`src/rtl/snake_dir_scheduler.sv`:
```
// Snake input controller: button sync/debounce, direction command queue and game-tick timebase.
// Optional feature macro: SNAKE_SPEEDUP_EN (speed_up shortens the tick period; otherwise the period is fixed).
module snake_dir_scheduler #(
  parameter int DEBOUNCE_CYCLES = 250_000,
  parameter int TICK_DIV        = 12_500_000,
  parameter int MIN_DIV         = 3_125_000,
  parameter int SPEED_STEP      = 625_000,
  parameter int QUEUE_DEPTH     = 2
) (
  input  logic       clk,
  input  logic       reset_n,
  input  logic [3:0] btn,
  input  logic       enable,
  input  logic       clear,
  input  logic       speed_up,
  output logic       tick_o,
  output logic [1:0] dir_o,
  output logic       overflow_o
);

  localparam int MAX_CNT = (TICK_DIV > DEBOUNCE_CYCLES) ? TICK_DIV : DEBOUNCE_CYCLES;
  localparam int CW      = $clog2(MAX_CNT) + 1;
  localparam int QW      = $clog2(QUEUE_DEPTH + 1);
  localparam int IW      = (QUEUE_DEPTH > 1) ? $clog2(QUEUE_DEPTH) : 1;
  localparam logic [CW-1:0] C_ONE = {{(CW-1){1'b0}}, 1'b1};
  localparam logic [QW-1:0] Q_ONE = {{(QW-1){1'b0}}, 1'b1};

  logic [3:0]    r_sync1;
  logic [3:0]    r_sync2;
  logic [3:0]    r_lvl;
  logic [3:0]    r_lvl_d;
  logic [CW-1:0] r_db_cnt [4];
  logic [CW-1:0] r_tick_cnt;
  logic [1:0]    r_q [QUEUE_DEPTH];
  logic [QW-1:0] r_q_cnt;
  logic          r_tick;
  logic [1:0]    r_dir;
  logic          r_ovf;

  logic [CW-1:0] w_period;
  logic [3:0]    w_rise;
  logic          w_press_vld;
  logic [1:0]    w_press_dir;
  logic [1:0]    w_ref;
  logic          w_wrap;
  logic          w_pop;
  logic          w_push_req;
  logic          w_full;
  logic          w_push;
  logic          w_drop;
  logic [IW-1:0] w_widx;

  // Two-flop synchroniser, then a level that only moves after a full run of disagreeing samples.
  always_ff @(posedge clk or negedge reset_n) begin
    if (!reset_n) begin
      r_sync1 <= 4'b0000;
      r_sync2 <= 4'b0000;
      r_lvl   <= 4'b0000;
      r_lvl_d <= 4'b0000;
      for (int i = 0; i < 4; i++) r_db_cnt[i] <= {CW{1'b0}};
    end else begin
      r_sync1 <= btn;
      r_sync2 <= r_sync1;
      r_lvl_d <= r_lvl;
      for (int i = 0; i < 4; i++) begin
        if (r_sync2[i] == r_lvl[i]) begin
          r_db_cnt[i] <= {CW{1'b0}};
        end else if (r_db_cnt[i] == CW'(DEBOUNCE_CYCLES - 1)) begin
          r_lvl[i]    <= r_sync2[i];
          r_db_cnt[i] <= {CW{1'b0}};
        end else begin
          r_db_cnt[i] <= r_db_cnt[i] + C_ONE;
        end
      end
    end
  end

  assign w_rise = r_lvl & ~r_lvl_d;

  // Button index doubles as the direction code (3=up, 2=down, 1=left, 0=right); highest wins.
  always_comb begin
    w_press_vld = 1'b0;
    w_press_dir = 2'b00;
    if (w_rise[3]) begin
      w_press_vld = 1'b1;
      w_press_dir = 2'b11;
    end else if (w_rise[2]) begin
      w_press_vld = 1'b1;
      w_press_dir = 2'b10;
    end else if (w_rise[1]) begin
      w_press_vld = 1'b1;
      w_press_dir = 2'b01;
    end else if (w_rise[0]) begin
      w_press_vld = 1'b1;
      w_press_dir = 2'b00;
    end else begin
      w_press_vld = 1'b0;
      w_press_dir = 2'b00;
    end
  end

  // Legality is judged against the last direction that will be in effect (queue tail or current).
  always_comb begin
    w_ref = r_dir;
    if (r_q_cnt != {QW{1'b0}}) begin
      w_ref = r_q[IW'(r_q_cnt - Q_ONE)];
    end else begin
      w_ref = r_dir;
    end
  end

  assign w_wrap     = enable && !clear && (r_tick_cnt == (w_period - C_ONE));
  assign w_pop      = w_wrap && (r_q_cnt != {QW{1'b0}});
  assign w_push_req = enable && !clear && w_press_vld && (w_press_dir[1] != w_ref[1]);
  assign w_full     = (r_q_cnt == QW'(QUEUE_DEPTH));
  assign w_push     = w_push_req && (!w_full || w_pop);
  assign w_drop     = w_push_req && w_full && !w_pop;
  assign w_widx     = w_pop ? IW'(r_q_cnt - Q_ONE) : IW'(r_q_cnt);

  // Tick counter, shift-register command queue and registered outputs.
  always_ff @(posedge clk or negedge reset_n) begin
    if (!reset_n) begin
      r_tick_cnt <= {CW{1'b0}};
      r_q_cnt    <= {QW{1'b0}};
      r_tick     <= 1'b0;
      r_dir      <= 2'b00;
      r_ovf      <= 1'b0;
      for (int i = 0; i < QUEUE_DEPTH; i++) r_q[i] <= 2'b00;
    end else if (clear) begin
      r_tick_cnt <= {CW{1'b0}};
      r_q_cnt    <= {QW{1'b0}};
      r_tick     <= 1'b0;
      r_dir      <= 2'b00;
      r_ovf      <= 1'b0;
    end else if (!enable) begin
      r_tick_cnt <= {CW{1'b0}};
      r_tick     <= 1'b0;
      r_ovf      <= 1'b0;
    end else begin
      r_tick     <= w_wrap;
      r_ovf      <= w_drop;
      r_tick_cnt <= w_wrap ? {CW{1'b0}} : (r_tick_cnt + C_ONE);
      if (w_pop) begin
        r_dir <= r_q[0];
        for (int i = 0; i < QUEUE_DEPTH - 1; i++) r_q[i] <= r_q[i+1];
      end
      if (w_push) r_q[w_widx] <= w_press_dir;
      case ({w_push, w_pop})
        2'b10:   r_q_cnt <= r_q_cnt + Q_ONE;
        2'b01:   r_q_cnt <= r_q_cnt - Q_ONE;
        default: r_q_cnt <= r_q_cnt;
      endcase
    end
  end

`ifdef SNAKE_SPEEDUP_EN
  logic [CW-1:0] r_period;
  logic [CW-1:0] r_period_pend;
  logic [CW-1:0] w_pend_next;

  // Saturating period reduction; compared before subtracting so it can never wrap.
  always_comb begin
    w_pend_next = r_period_pend;
    if (speed_up) begin
      w_pend_next = (r_period_pend >= CW'(MIN_DIV + SPEED_STEP)) ?
                    (r_period_pend - CW'(SPEED_STEP)) : CW'(MIN_DIV);
    end else begin
      w_pend_next = r_period_pend;
    end
  end

  // Pending period collects speed-ups; the active one only changes at a counter wrap.
  always_ff @(posedge clk or negedge reset_n) begin
    if (!reset_n) begin
      r_period      <= CW'(TICK_DIV);
      r_period_pend <= CW'(TICK_DIV);
    end else if (clear) begin
      r_period      <= CW'(TICK_DIV);
      r_period_pend <= CW'(TICK_DIV);
    end else begin
      r_period_pend <= w_pend_next;
      if (w_wrap) r_period <= w_pend_next;
    end
  end

  assign w_period = r_period;
`else
  logic w_unused_speed_up;
  assign w_unused_speed_up = speed_up;
  assign w_period          = CW'(TICK_DIV);
`endif

  assign tick_o     = r_tick;
  assign dir_o      = r_dir;
  assign overflow_o = r_ovf;

endmodule
```
`config.mk`:
```
export PLATFORM = sky130hd
export DESIGN_NAME = snake_dir_scheduler
export DESIGN_NICKNAME = d
export VERILOG_FILES = /design/src/rtl/snake_dir_scheduler.sv
export SDC_FILE = /design/constraint.sdc
export NUM_CORES = 1
export LEC_CHECK = 0
export BUFFER_PORTS_ARGS = -buffer_cell sky130_fd_sc_hd__buf_2
export CAP_MARGIN = 15
export CORE_UTILIZATION = 46
export DETAILED_ROUTE_END_ITERATION = 12
export SLEW_MARGIN = 20
export SYNTH_ARGS = -nofsm -noshare
export SYNTH_HDL_FRONTEND = slang
export SYNTH_SLANG_ARGS = --single-unit
export TNS_END_PERCENT = 10
```
`constraint.sdc`:
```
create_clock -name clk -period 3.57 [get_ports clk]
set_clock_uncertainty 0.05 [all_clocks]
set_input_delay 0.714 -clock clk [delete_from_list [all_inputs] [get_ports clk]]
set_output_delay 0.714 -clock clk [all_outputs]
set_load 0.05 [all_outputs]
```
==> results of run 1 <==
==> through the flow <==
stage / util / total power (uW) / hold slack, ns
global route: 0.528 / 3670 / 0.283
CTS: 0.528 / 3580 / 0.253
global placement: 0.491 / 1880 / 0.286
detailed placement: 0.491 / 1890 / 0.285
floorplan: - / 1830 / 0.281
finish: 0.528 / 3520 / 0.240
==> layout make-up <==
cell class	instances	share of cell area
tap	211	0.0327
timing repair buffer	16	0.0138
sequential	151	0.467
inverter	15	0.00696
multi-input combinational	540	0.410
clock buffer	18	0.0543
clock inverter	14	0.0147
==> report_power, final <==
part	total (uW)	switching [uW]	internal, uW	leakage, uW
Sequential	1750	16.3	1730	0.00208
Combinational	106	75.8	30.3	0.00116
Clock	1670	743	925	0.000269
==> per-layer routing <==
layer / track usage / part of all wire / vias to the layer above
met5: 0 / 0 / -
li1: - / - / 2501
met3: 0.0417 / 0.024 / 10
met1: 0.248 / 0.51 / 2458
met4: 0.0754 / 0.011 / 0
met2: 0.284 / 0.46 / 49
==> final timing paths <==
check / cells past startpoint / end / start / slack (ns)
hold / removal: 1 / r_db_cnt[92] / reset_n / 0.24
hold reg to reg: 0 / r_sync2[2] / r_sync1[2] / 0.30
max in group asynchronous: 2 / r_lvl[0] / reset_n / 2.39
setup reg to reg: 7 / r_q_cnt[0] / r_q_cnt[0] / 0.64
min in group clk: 0 / r_sync2[2] / r_sync1[2] / 0.30
setup / recovery: 7 / r_q_cnt[0] / r_q_cnt[0] / 0.64
==> placed cells by master (no fill, tap or decap), types with 3 or more instances in the layout <==
master,synthesis,final
a21oi_1,3,3
and3_1,25,25
and4_1,12,12
and4b_1,3,3
buf_2,13,10
buf_4,0,4
clkbuf_16,0,17
clkinv_4,0,4
clkinvlp_4,0,3
dfrtp_1,151,151
ha_1,7,7
inv_1,15,15
inv_8,0,3
mux2_2,4,4
mux2i_1,3,3
nand2_1,47,47
nand2b_1,10,10
nand3_1,57,57
nand4_1,21,21
nor2_1,152,152
nor2b_1,4,4
nor3_1,11,11
nor3b_1,3,3
nor4_1,11,11
nor4b_1,9,9
o21ai_0,7,7
or2_2,3,3
or3_1,3,3
or4_1,4,4
xnor2_1,43,43
xor2_1,76,76
==> kinds of logic (layout without fill, tap and decap cells) <==
kind of cell             after synthesis  count (layout)  synth area share
adder cells (fa/ha/maj)                7               7            0.0120
AO/OA/AOI/OAI                         19              19            0.0189
AND/OR/NAND/NOR                      388             388             0.271
flip-flops                           151             151             0.519
buffers and inverters                 40              63            0.0249
XOR/XNOR                             119             119             0.143
multiplexers                           7               7            0.0103
==> registers in the layout, indices dropped and copies added (netlist names), named ones only <==
name,flops
tick_o,1
r_lvl_d,4
r_lvl,4
dir_o,2
r_db_cnt,100
r_q_cnt,2
r_q,2
r_tick_cnt,25
r_sync2,4
r_sync1,4
overflow_o,1
==> critical path, delay by kind of cell (launching register included) <==
family                   cells  cell delay [ns]
flip-flops                   1             0.58
multiplexers                 2             1.06
AO/OA/AOI/OAI                2             0.45
AND/OR/NAND/NOR              1             0.22
adder cells (fa/ha/maj)      1             0.30
buffers and inverters        1             0.17
==> summary.txt, run 1 <==
Die width -> 128 um
Number of global-route vias before repair -> 4991
Crit-path cells -> inv_1, ha_1, o21ai_0, mux2i_1, nor3_1, a21oi_1, mux2i_1
Post-synth cell types -> 46
Total grt overflow -> 0
Via Count -> 5018
Top post-synthesis cells by count -> 152 x nor2_1, 151 x dfrtp_1, 76 x xor2_1
Avg WL per Cell -> 13.6 um
Routed Antenna Nets -> 0
CP max stage cell -> mux2i_1
Fraction of layout cells with a size suffix above 1 -> 0.0849
RSZ-0062 raised after global routing -> no
Antenna cell count -> 0
First-pass GRT wire length -> 23600 um
Crit end category -> flop
Mean post-synth cell area -> 9.95 um^2
Mapped cell area -> 7280 um^2
DR vias/cell -> 5.20
TritonRoute pass-1 iters -> 6
Cts-stage hold buffer count -> 0
Final Setup Violations -> 0
Cell Pwr Density -> 436 nW/um^2
Yosys top cell area share -> 0.519
Critical Path RT -> 3.87 ns
Port buffer count -> 11
Final wirelength -> 13100 um
Status -> completed
Worst Tran Pin Value -> 1.01 ns
Largest net degree at the start of global routing -> 71
Initial antenna violation count -> 0
Worst vdd ir -> 0.350 mV
Final Wtd Congestion -> 0.787
Post-route cell area -> 8080 um^2
Leakage power -> 0.00351 uW
CP Launch Type -> flop
Num ports -> 13
Synth Warn # -> 0
DRC viols -> 0
Root buf cell -> clkbuf_16
Row count -> 45
Worst-path clk slew -> 0.06 ns
Most frequent cell after synthesis -> nor2_1
Register bit total from synthesis -> 151
Hpwl dp -> 8880 um
DP Cell Count -> 933
TritonCTS Buffers -> 17
Final period util -> 0.822
Post_cts resized -> 0
Total global-route track usage -> 0.183
Critical path class -> reg2reg
Area contributors post-synth -> dfrtp_1 52%, xor2_1 9.1%, nor2_1 7.8%
Initial Util -> 0.475
Die area -> 16300 um^2
CTS Sinks -> 151
Shortest period the worst path allows -> 2.93 ns
Sequential Area -> 3780 um^2
Number of synthesized flops with an enable pin -> 0
H-tree Lvls -> 4
1st-iter DRT viols -> 345
Clock Path Buffers -> 2
Post-CTS setup buffer count -> 0
Hold crit path type -> in2async
DIE HEIGHT -> 128 um
Final worst slack -> 0.636 ns
Gate Count Post-Synth -> 731
Area occupied by multi-input gates -> 3320 um^2
Biggest area consumer among synthesized cells -> dfrtp_1
Post-Layout Cell Count -> 965
Cell mode on critical path -> mux2i_1
Area Overhead vs Synth -> 11.1%
Max Cap Violations -> 0
Post-synth top flop -> dfrtp_1
Latest clock arrival within the worst-skew pair -> 0.43 ns
Crit-path max cell delay -> 0.86 ns
Setup WS pre-CTS -> 0.659 ns
Core area -> 15300 um^2
TNS Setup -> 0 ns
Crit path DAT -> 3.23 ns
Max Transition Viols Final -> 0
Final Hold Vio Count -> 0
Register area share after synthesis -> 0.519
Asr flop ratio synth -> 1.00
Rel. slew slack -> 0.310
NumNets Final -> 757
CTS tree -> built
Synth Net Count -> 747
Fill cell count -> 1399
FMAX -> 341 MHz
Dpl cell area -> 7530 um^2
Critical Path Fanout Max -> 13
(Power assumes the default switching activity.)
==> run 2: changes to the inputs <==
clock period = 3.1 ns   (was 3.57 ns; I/O delays follow)
==> run 2 against run 1 <==
Sequential share of layout area is 0.24 points lower. Global-route usage increased by 0.12 points. Total power is 18% higher. Worst setup slack got worse by 0.029 ns.
==> summary.txt, run 2 (synthesis results as in run 1) <==
Fill cell count -> 1401 (+0.14%)
Max Cap Violations -> 0 (unchanged)
CP Launch Type -> flop
H-tree Lvls -> 4 (unchanged)
Clock share of power -> 0.486 (+0.012)
Worst vdd ir -> 0.408 mV (+17%)
Leakage power -> 0.00353 uW (+0.52%)
Final Hold Vio Count -> 0 (unchanged)
Avg WL per Cell -> 13.9 um (+2.1%)
Largest registers -> r_db_cnt (100), r_tick_cnt (25)
Initial antenna violation count -> 0 (unchanged)
Via Count -> 5074 (+1.1%)
1st-iter DRT viols -> 310 (-10%)
First-pass GRT wire length -> 23700 um (+0.50%)
Critical Path RT -> 3.38 ns (-0.49 ns)
Total global-route track usage -> 0.184 (+0.00117)
Number of global-route vias before repair -> 4995 (+0.080%)
Fraction of layout cells with a size suffix above 1 -> 0.0860 (+0.00110)
CTS tree -> built
Crit end category -> flop
Worst Tran Pin Value -> 0.833 ns (-0.173 ns)
DRC viols -> 0 (unchanged)
Routed Antenna Nets -> 0 (unchanged)
Row count -> 45 (unchanged)
NumNets Final -> 759 (+0.26%)
Cell Pwr Density -> 511 nW/um^2 (+17%)
Max Transition Viols Final -> 0 (unchanged)
Crit path DAT -> 2.77 ns (-0.46 ns)
Latest clock arrival within the worst-skew pair -> 0.42 ns (about the same)
Initial Util -> 0.475 (unchanged)
Largest net degree at the start of global routing -> 55 (-23%)
Antenna cell count -> 0 (unchanged)
Critical Path Fanout Max -> 13 (unchanged)
Largest register FFs -> 100 (unchanged)
Status -> completed
CTS Sinks -> 151 (unchanged)
Post-CTS setup buffer count -> 0 (unchanged)
RSZ-0062 raised after global routing -> no
Final wirelength -> 13400 um (+2.3%)
DP Cell Count -> 935 (+0.21%)
Critical path class -> reg2reg
TritonRoute pass-1 iters -> 4 (-2)
Net Sw Frac -> 0.217 (-0.0200)
Die area -> 16300 um^2 (unchanged)
Root buf cell -> clkbuf_16
Final period util -> 0.804 (-0.0177)
Area Overhead vs Synth -> 11.7%
Num ports -> 13 (unchanged)
Commonest cells after routing, fill and taps aside -> 152 x nor2_1, 151 x dfrtp_1, 76 x xor2_1
FMAX -> 401 MHz (+18%)
DIE HEIGHT -> 128 um (unchanged)
TNS Setup -> 0 ns (unchanged)
Final hold slack -> 0.0820 ns (-0.158 ns)
Logic gate share of total power -> 0.030 (about the same)
Total grt overflow -> 0 (unchanged)
Hold crit path type -> in2async
Core area -> 15300 um^2 (unchanged)
Largest Register -> r_db_cnt
Post_cts resized -> 0 (unchanged)
Worst-path clk slew -> 0.06 ns (about the same)
Port buffer count -> 11 (unchanged)
Switch Pwr -> 902 uW (+8.0%)
Die width -> 128 um (unchanged)
Shortest period the worst path allows -> 2.49 ns (-0.441 ns)
Seq pwr share -> 0.485 (-0.011)
DR vias/cell -> 5.25 (+0.91%)
Clock Path Buffers -> 2 (unchanged)
Internal power -> 3250 uW (+21%)
Cts-stage hold buffer count -> 0 (unchanged)
TritonCTS Buffers -> 17 (unchanged)
Final Setup Violations -> 0 (unchanged)
Post-Layout Cell Count -> 967 (+0.21%)
Final Wtd Congestion -> 0.801 (+1.8%)
Most common cell after layout, fill and taps aside -> nor2_1
Hpwl dp -> 9040 um (+1.8%)
Rel. slew slack -> 0.440 (+0.130)
-- run 2: routing by layer --
layer | GRT usage | routed length, um | up-vias
met3 | 0.0492 | 386 | 6
met5 | 0 | 0 | -
met2 | 0.286 | 6410 | 60
met4 | 0.0623 | 85 | 0
met1 | 0.249 | 6560 | 2513
li1 | - | - | 2495
-- run 2: power by group through the flow --
stage                     clock [uW]  sequential (uW)  combinational [uW]
after floorplan                    0             2040                67.8
final                           2020             2010                 124
after detailed placement           0             2050                 128
after CTS                       2070             2010                 130
after global placement             0             2050                 126
after global routing            2160             2010                 145
-- run 2: critical path, cell delays in order, from the launching register on --
cell,delay (ns)
dfrtp_1,0.58
inv_1,0.18
ha_1,0.31
o21ai_0,0.24
mux2i_1,0.10
buf_4,0.20
nor3_1,0.39
nor3_1,0.09
a311oi_1,0.25
-- run 2: per-stage QoR --
stage                     total power (uW)  cell area (um^2)  worst slack [ns]  utilization
after floorplan                       2110              7280             0.785            -
after global placement                2170              7540             0.543        0.492
after detailed placement              2180              7540             0.547        0.492
after CTS                             4210              8130             0.606        0.531
after global routing                  4320              8130             0.339        0.531
final                                 4150              8130             0.607        0.531
-- run 2: layout make-up --
| cell class | instances | area [um^2] | area share |
|---|---|---|---|
| clock buffers | 20 | 457 | 0.0562 |
| multi-input cells | 540 | 3320 | 0.408 |
| clock inverters | 12 | 128 | 0.0157 |
| repair buffers | 18 | 126 | 0.0156 |
| inverters | 15 | 56.3 | 0.00693 |
| well taps | 211 | 264 | 0.0325 |
| flip-flops and latches | 151 | 3780 | 0.465 |
-- run 2: path summary, 6_finish.rpt --
kind,from,endpoint,slack (ns),cells past startpoint
setup / recovery,r_q_cnt[0],r_q_cnt[1],0.61,8
hold / removal,reset_n,r_db_cnt[93],0.08,1
setup reg to reg,r_q_cnt[0],r_q_cnt[1],0.61,8
hold reg to reg,r_sync1[0],r_sync2[0],0.30,0
max in group asynchronous,reset_n,r_db_cnt[61],2.19,2
min in group clk,btn[1],r_sync1[1],0.25,1
==> run 3: changes to the inputs <==
ABC_AREA = 1   (was not set)
clock period = 2.47 ns   (was 3.1 ns; I/O delays follow)
==> run 3 against run 2 <==
The run now ends with design-rule violations left. Global-route usage grew 3.5 points. Clock-buffer cell count grew 1. First-iteration DRC count grew 20%. Worst hold slack gained 0.034 ns. Sequential share of layout area shrank 6.9 points. Fmax grew 22%. Sequential cell count is the same. Critical path depth is the same. Via count grew 44%. Register-to-register slack lost 0.19 ns. Clock power grew 38%. Largest cell class is now multi-input gates.
==> summary.txt, run 3 <==
Register area share after synthesis -> 0.444 (-0.0758)
Worst-path clk slew -> 0.06 ns (about the same)
Largest Register -> r_db_cnt
Number of global-route vias before repair -> 7023 (+41%)
Register bit total from synthesis -> 151 (unchanged)
Root buf cell -> clkbuf_16
Leakage power -> 0.00406 uW (+15%)
Routed Antenna Nets -> 0 (unchanged)
1st-iter DRT viols -> 373 (+20%)
Commonest cells after routing, fill and taps aside -> 240 x nand2_1, 217 x nor2_1, 151 x dfrtp_1
Die width -> 138 um (+8.1%)
Most frequent cell after synthesis -> nand2_1
Status -> finished with violations
RSZ-0062 raised after global routing -> no
Synth Net Count -> 1139 (+52%)
Initial Util -> 0.471 (-0.00403)
Core area -> 18100 um^2 (+18%)
Global Route met1 Usage -> 0.311 (+0.0617)
TNS Setup -> 0 ns (unchanged)
Largest net degree at the start of global routing -> 60 (+9.1%)
Worst Tran Pin Value -> 0.706 ns (-0.126 ns)
Crit path DAT -> 2.35 ns (-0.42 ns)
Fraction of layout cells with a size suffix above 1 -> 0.0953 (+0.00930)
Post-synth top flop -> dfrtp_1
Number of synthesized flops with an enable pin -> 0 (unchanged)
TritonCTS Buffers -> 17 (unchanged)
Setup WS pre-CTS -> 0.400 ns (-0.147 ns)
DIE HEIGHT -> 138 um (+8.1%)
Final core occ -> 0.527 (-0.00320)
Final period util -> 0.830 (+0.0257)
Clock Path Buffers -> 2 (unchanged)
Failing checks -> design-rule violations
Asr flop ratio synth -> 1.00 (unchanged)
Most Crowded Layer GR -> met2
Worst vdd ir -> 0.465 mV (+14%)
Fill cell count -> 1753 (+25%)
Final Wtd Congestion -> 0.911 (+14%)
Area Overhead vs Synth -> 12.0%
Final Setup Violations -> 0 (unchanged)
Port buffer count -> 11 (unchanged)
Final wirelength -> 19400 um (+44%)
NumNets Final -> 1168 (+54%)
Via Count -> 7322 (+44%)
Total grt overflow -> 0 (unchanged)
Simple-gate portion of the synthesized area -> 0.397 (+0.126)
Hpwl dp -> 14400 um (+59%)
CP Launch Type -> flop
Avg WL per Cell -> 13.9 um (about the same)
Largest registers -> r_db_cnt (100), r_tick_cnt (25)
Synth Warn # -> 0 (unchanged)
Critical Path RT -> 2.77 ns (-0.61 ns)
Cell Pwr Density -> 582 nW/um^2 (+14%)
Biggest area consumer among synthesized cells -> dfrtp_1
Post-CTS setup buffer count -> 0 (unchanged)
Num ports -> 13 (unchanged)
Yosys top cell area share -> 0.444 (-0.0758)
Crit end category -> flop
Largest family of logic cells by synthesized area -> simple AND/OR/NAND/NOR gates
Row count -> 49 (+8.9%)
Met2 usage -> 0.343 (+0.0567)
Die area -> 19100 um^2 (+17%)
Rel. slew slack -> 0.529 (+0.0889)
DR vias/cell -> 5.25 (+0.10%)
DRC viols -> 2 (+2)
Initial antenna violation count -> 0 (unchanged)
Gate Count Post-Synth -> 1123 (+54%)
Mux cell area share after synthesis -> 0 (-0.0103)
Antenna cell count -> 0 (unchanged)
Hold crit path type -> in2reg
Met3 Use GR -> 0.0440 (-0.00526)
Max Transition Viols Final -> 0 (unchanged)
Final Hold Vio Count -> 0 (unchanged)
H-tree Lvls -> 4 (unchanged)
TritonRoute pass-1 iters -> 9 (+5)
Shortest period the worst path allows -> 2.05 ns (-0.443 ns)
Largest register FFs -> 100 (unchanged)
Compound-Gate Fraction of Synth Area -> 0.0395 (+0.0206)
Latest clock arrival within the worst-skew pair -> 0.43 ns (about the same)
Critical Path Fanout Max -> 7 (-6)
Mapped cell area -> 8520 um^2 (+17%)
Area occupied by multi-input gates -> 4200 um^2 (+27%)
CTS Sinks -> 151 (unchanged)
FMAX -> 488 MHz (+22%)
Mean post-synth cell area -> 7.59 um^2 (-24%)
CTS tree -> built
Most common cell after layout, fill and taps aside -> nand2_1
Xor and xnor area share after synthesis -> 0.0463 (-0.0970)
Post-layout total power -> 5550 uW (+34%)
Total global-route track usage -> 0.219 (+0.0350)
Post-synth cell types -> 44 (-4.3%)
Top post-synthesis cells by count -> 240 x nand2_1, 217 x nor2_1, 151 x dfrtp_1
Sequential Area -> 3780 um^2 (unchanged)
First-pass GRT wire length -> 33900 um (+43%)
Post-Synth Adder-Cell Area -> 0.0103 (-0.00176)
Critical path class -> reg2reg
Max Cap Violations -> 0 (unchanged)
Area contributors post-synth -> dfrtp_1 44%, nand2_1 11%, nor2_1 9.6%
Final worst slack -> 0.420 ns (-0.187 ns)
run 3: changes by cell type after synthesis, sizes merged, moves of 12 or more:
cell	delta
nand2	+204
and3	-23
nand3	+22
nand4	+27
and4	-12
xnor2	-27
a21oi	+23
nor4	+18
nor3	+47
inv	+116
nor2	+79
xor2	-47
run 3: cell families after synthesis:
family / after synthesis
and+or+nand+nor: 719
AOI/OAI and AO/OA: 60
xor gates and xnor gates: 45
adders and majority gates: 7
DFF: 151
buffers and inverters: 141
run 3: what timing repair did:
item                                    CTS  global route
endpoints found under the setup margin    0             0
hold endpoints to repair                 36             0
hold buffers                              1             0
resized for setup                         0             0
run 3: path summary, 6_finish.rpt:
kind / start / slack, ns / endpoint / cells after the start
setup / recovery: r_db_cnt[75] / 0.42 / r_db_cnt[85] / 8
hold reg to reg: r_sync1[2] / 0.30 / r_sync2[2] / 0
setup reg to reg: r_db_cnt[75] / 0.42 / r_db_cnt[85] / 8
min in group asynchronous: reset_n / 0.49 / r_db_cnt[57] / 2
hold / removal: btn[1] / 0.12 / r_sync1[1] / 1
max in group asynchronous: reset_n / 1.24 / r_db_cnt[32] / 3
run 3: power by group:
group	leakage, uW	internal [uW]	switching (uW)
combinational	0.00168	66.3	171
sequential	0.00208	2500	26.8
clock	0.000304	1750	1030
run 3: area by class of cell:
type                       count  share of cell area
tap                          229              0.0300
sequential                   151               0.396
clock inverter                11              0.0180
multi-input combinational    831               0.440
timing repair buffer          18              0.0148
clock buffer                  21              0.0483
inverter                     133              0.0525
run 3: through the flow:
step	instance area [um^2]	hold WS [ns]	instances
detailed placement	8900	0.285	1361
finish	9540	0.116	1394
floorplan	8520	0.148	1123
CTS	9540	0.102	1394
global placement	8900	0.285	1361
global route	9540	0.0982	1394
run 3: worst max-delay path, cell delays in order, from the launching register on:
cell and delay [ns]:
dfrtp_1 0.39, ha_1 0.23, nand2_1 0.12, nor2_2 0.07
nand3_1 0.10, nor2_1 0.06, nor2_1 0.43, inv_1 0.28
nor3b_1 0.23
run 3: layer usage:
layer	routed length [um]	up-vias
met4	182	0
li1	-	3733
met5	0	-
met1	9720	3427
met3	806	17
met2	8680	145
